$ cat src/rtl/vfifo_fwft_rd_ctrl.sv
// Read-side controller for a single-clock FIFO built on a dual-port RAM whose
// read port registers the address. Issues RAM reads ahead of the consumer and
// presents the returned words as a first-word-fall-through valid/ready stream
// through a 2-entry output buffer. The committed read pointer advances only
// when a word is actually latched, so the writer never reuses a slot early.
module vfifo_fwft_rd_ctrl #(
    parameter int DATA_WIDTH = 8,
    parameter int ADDR_WIDTH = 4
) (
    input  logic                  clk,
    input  logic                  rst,
    input  logic [ADDR_WIDTH:0]   wptr,
    output logic [ADDR_WIDTH-1:0] adr_b,
    input  logic [DATA_WIDTH-1:0] ram_q,
    output logic [ADDR_WIDTH:0]   rptr,
    output logic [ADDR_WIDTH:0]   count,
    output logic [DATA_WIDTH-1:0] dout,
    output logic                  valid,
    input  logic                  ready
);

    localparam logic [ADDR_WIDTH:0] PTR_ONE = {{ADDR_WIDTH{1'b0}}, 1'b1};

    // Pointers: iptr runs ahead (reads issued), rptr trails (words captured).
    logic [ADDR_WIDTH:0]   iptr_q;
    logic [ADDR_WIDTH:0]   rptr_q;
    logic                  inflight_q;

    // Output buffer: head_q is the oldest entry and drives dout directly.
    logic [1:0]            buf_cnt_q;
    logic [DATA_WIDTH-1:0] head_q;
    logic [DATA_WIDTH-1:0] tail_q;
    logic                  valid_q;

    logic                  pop;
    logic                  capture;
    logic                  issue;
    logic [2:0]            occ_after_pop;

    logic [1:0]            buf_cnt_d;
    logic [DATA_WIDTH-1:0] head_d;
    logic [DATA_WIDTH-1:0] tail_d;

    assign pop     = valid_q & ready;
    assign capture = inflight_q;

    assign adr_b = iptr_q[ADDR_WIDTH-1:0];
    assign rptr  = rptr_q;
    assign count = wptr - rptr_q;
    assign dout  = head_q;
    assign valid = valid_q;

    // Issue a read when data is available and the buffer plus the word in
    // flight, after this cycle's pop, still leaves room for one more.
    always_comb begin
        occ_after_pop = {1'b0, buf_cnt_q} + {2'b00, inflight_q} - {2'b00, pop};
        issue         = (iptr_q != wptr) && (occ_after_pop < 3'd2);
    end

    // Next buffer contents for every capture/pop combination, keeping FIFO order.
    always_comb begin
        // NOTE: every output gets a default first so no path can infer a latch.
        buf_cnt_d = buf_cnt_q;
        head_d    = head_q;
        tail_d    = tail_q;
        unique case ({capture, pop})
            2'b10: begin
                if (buf_cnt_q == 2'd0) head_d = ram_q;
                else                   tail_d = ram_q;
                buf_cnt_d = buf_cnt_q + 2'd1;
            end
            2'b01: begin
                head_d    = tail_q;
                buf_cnt_d = buf_cnt_q - 2'd1;
            end
            2'b11: begin
                if (buf_cnt_q == 2'd1) begin
                    head_d = ram_q;
                end else begin
                    head_d = tail_q;
                    tail_d = ram_q;
                end
            end
            default: ;
        endcase
    end

    // State registers; a synchronous reset also discards any in-flight read.
    always_ff @(posedge clk) begin
        // NOTE: sequential state uses non-blocking assignments so every
        // register samples pre-edge values regardless of statement order.
        if (rst) begin
            iptr_q     <= '0;
            rptr_q     <= '0;
            inflight_q <= 1'b0;
            buf_cnt_q  <= 2'd0;
            // NOTE: the two buffer words are plain registers, not RAM, so they
            // are cleared here to make dout read 0 out of reset.
            head_q     <= '0;
            tail_q     <= '0;
            valid_q    <= 1'b0;
        end else begin
            if (issue)   iptr_q <= iptr_q + PTR_ONE;
            if (capture) rptr_q <= rptr_q + PTR_ONE;
            inflight_q <= issue;
            buf_cnt_q  <= buf_cnt_d;
            head_q     <= head_d;
            tail_q     <= tail_d;
            valid_q    <= (buf_cnt_d != 2'd0);
        end
    end

endmodule

$ cat config.mk
export PLATFORM = sky130hd
export DESIGN_NAME = vfifo_fwft_rd_ctrl
export DESIGN_NICKNAME = d
export VERILOG_FILES = /design/src/rtl/vfifo_fwft_rd_ctrl.sv
export SDC_FILE = /design/constraint.sdc
export NUM_CORES = 1
export LEC_CHECK = 0
export CAP_MARGIN = 20
export CORE_MARGIN = 2
export CORE_UTILIZATION = 53
export DETAILED_ROUTE_END_ITERATION = 8
export GPL_TIMING_DRIVEN = 0
export PLACE_DENSITY_LB_ADDON = 0.08
export SLEW_MARGIN = 20
export SYNTH_ARGS = -nofsm -noshare
export SYNTH_HDL_FRONTEND = slang
export SYNTH_SLANG_ARGS = --single-unit
$ cat constraint.sdc
create_clock -name clk -period 3.9 [get_ports clk]
set_input_delay 0.78 -clock clk [delete_from_list [all_inputs] [get_ports clk]]
set_output_delay 0.78 -clock clk [all_outputs]
set_load 0.01 [all_outputs]
==> results_dict.tcl <==
set metrics [dict create \
    r2r_cells 9 \
    ctsHoldBuffers 0 \
    antenna_found_initial 0 \
    synth.yosys.seq_area_share 0.370 \
    cts_made_buffers 5 \
    critPathSlowestCell "clkdlybuf4s50_1" \
    fp.dieArea_um2 3530 \
    crit_fanout 2 \
    avgViaCountPerCell 5.50 \
    ys_types 29 \
    startpoint_type "primary input" \
    cellLeakagePower_nw 0.908 \
    grt_pass1_wl_mm 5.70 \
    finalCritPeriodShare 0.959 \
    crit_family "buffers and inverters" \
    final_cells 254 \
    layout-drive-gt1-share 0.0950 \
    postRouteAntennaNets 0 \
    synth_area_leader_cell "dfxtp_1" \
    grtUsageMet1 0.245 \
    clock-sinks 30 \
    reg2reg_to "iptr_q[4]" \
    arrival_ps 2960 \
    design_area_um2 2130 \
    slowest_delay_ps 550 \
    syn_area_per_cell_um2 9.29 \
    hold_class "reg -> reg" \
    syn_inst 175 \
    crit_cells 9 \
    skew_ps 12.1 \
    endpoint_kind "primary output" \
    crit_chain "clkdlybuf4s50_1 > inv_1 > ha_1 > inv_1 > fa_1 > a21o_1 > a21oi_1 > xnor2_1 > clkdlybuf4s50_1" \
    peakVddDrop_v 0.000478 \
    max_slew_margin 0.593 \
    clock_latency_ps 340 \
    clock_path_buffers 2 \
    synth_flop_cell "dfxtp_1" \
    place_area_um2 2050 \
    yosysMostFrequentCell "dfxtp_1" \
    min_period_ps 3740 \
    synth.top_cell.area_share 0.370 \
    use_met3 0.0611 \
    die_w_um 59.4 \
    dr.pass1.iters 4 \
    io_buffers 38 \
    clk_pin_slew_ps 110 \
    synth-edff-count 0 \
    antenna_cells 0 \
    synthTopCellsByCount "30 x dfxtp_1, 29 x nor2_1, 12 x ha_1, 12 x inv_1, 11 x mux2i_1" \
    num-nets-final 250 \
    drt-initial-drc-count 40 \
    whs_path_depth 2 \
    drt-total-wl_mm 3.41 \
    ios 39 \
    worstSetupPathType "in -> out" \
    max_freq_ghz 0.267 \
    h-tree-depth 2 \
    critPathBufInv 4 \
    ff2ff_setup_slack_ps 1150 \
    p_per_area_nw_per_um2 693 \
    core-area_um2 2980 \
    tns_ps 0 \
    rsz0062_at_grt "false" \
    route.detailed.drc 0 \
    cts_root_buf "clkbuf_4" \
    outcome "finished, final reports clean" \
    worst_slew_pin_slew_ps 608 \
    dp.cells 246 \
    power.total_mw 1.48 \
    setup_viol 0 \
    ys_top_cells_by_area "dfxtp_1 37%, ha_1 9.2%, mux2i_1 6.8%, nor2_1 6.7%, a211oi_1 4.6%" \
    grt_max_degree 12 \
    first_global_vias 1365 \
    row_count 20 \
    ctsResizeCount 0 \
    chipHeight_um 59.4 \
    maxCapViolations 0 \
    finalHoldViolCount 0 \
    gr-total-overflow 0 \
    slew_violations 0 \
    required_ps 3120 \
    start_util 0.546 \
    cts_setup_buffers 0 \
    grt.total_usage 0.215 \
    met2_usage 0.372 \
    wl_per_cell_um 13.4 \
    area_growth_pct 31.0 \
    dp_hpwl_mm 2.53 \
    crit_path_end "count[4]" \
    reg2reg_from "capture" \
    yosys_warnings 0 \
    async_reset_ff_frac 0 \
    ys_ff_latch 30 \
    syn_nets 205 \
    busiest_layer "met2" \
    cp-startpoint "wptr[0]" \
    gp_congestion 0.812 \
    cts_tree "built" \
    via_count 1397 \
    netlist_area_um2 1630 \
]
==> per-layer routing <==
layer	routed length, µm	vias to the layer above
met1	1470	655
met4	51	0
met2	1710	52
met5	0	-
met3	179	8
li1	-	682
==> logic make-up after synthesis <==
group / count (synthesis) / synth area share
flip-flops: 30 / 0.370
AND/OR/NAND/NOR: 49 / 0.140
XOR/XNOR: 14 / 0.0754
multiplexers: 15 / 0.0955
buffers and inverters: 21 / 0.0593
adder cells (fa/ha/maj): 14 / 0.117
AO/OA/AOI/OAI: 32 / 0.143
==> metrics by stage <==
step,utilization,hold slack (ps),worst slack (ps)
global route,0.715,534,43.2
finish,0.715,507,159
floorplan,-,464,1160
CTS,0.715,509,160
global placement,0.687,477,228
detailed placement,0.687,487,174
==> worst reg2reg max path, stage by stage, from the launching register on <==
cell and delay [ps]:
dfxtp_1 370, clkbuf_1 280, inv_1 110, ha_1 360
nand2b_1 180, fa_1 380, xnor2_1 200, nand2_1 140
a211oi_1 290, mux2_1 340
==> area by class of cell <==
class                      count  area, µm²
buffer                         9       51.3
clock buffer                   5       37.5
clock inverter                 3       45.0
fill                         243        848
inverter                      12       45.0
multi-input combinational    124        928
sequential                    30        601
tap                           33       41.3
timing repair buffer          38        380
==> how the worst min path moves through the flow <==
stage / to / startpoint
global route: dout[7] / dout[7]
finish: dout[0] / dout[0]
floorplan: tail_q[0] / tail_q[0]
CTS: dout[0] / dout[0]
global placement: tail_q[2] / tail_q[2]
detailed placement: tail_q[2] / tail_q[2]
==> sequential cells by signal, summed over array words and instances (netlist names) <==
register / cells
iptr_q: 5
tail_q: 8
rptr: 5
capture: 1
valid: 1
dout: 8
buf_cnt_q: 2
==> cell usage in the layout, fill, tap and decap left out, types with 2 or more instances in the layout <==
master           Yosys  final
a211oi_1            10     10
ha_1                12     12
xnor2_1              7      7
clkdlybuf4s50_1      0     38
mux2i_1             11     11
a21o_1               3      3
clkinvlp_4           0      2
mux2_2               2      2
nor2_1              29     29
clkbuf_1             3      3
a21oi_1              5      5
a21oi_2              2      2
mux2_1               2      2
xor2_1               7      7
fa_1                 2      2
nand4_1              2      2
dfxtp_1             30     30
clkbuf_4             0      5
nand2b_1             3      3
buf_4                4      4
nand3_1              3      3
inv_1               12     12
nand2_1              5      5
a22oi_1              8      8
nor2b_1              5      5
buf_2                2      2
==> report_power, final <==
part | switching (mW) | internal (mW)
clock network | 0.117 | 0.134
logic | 0.365 | 0.379
registers | 0.0748 | 0.405
(Power assumes the default switching activity.)
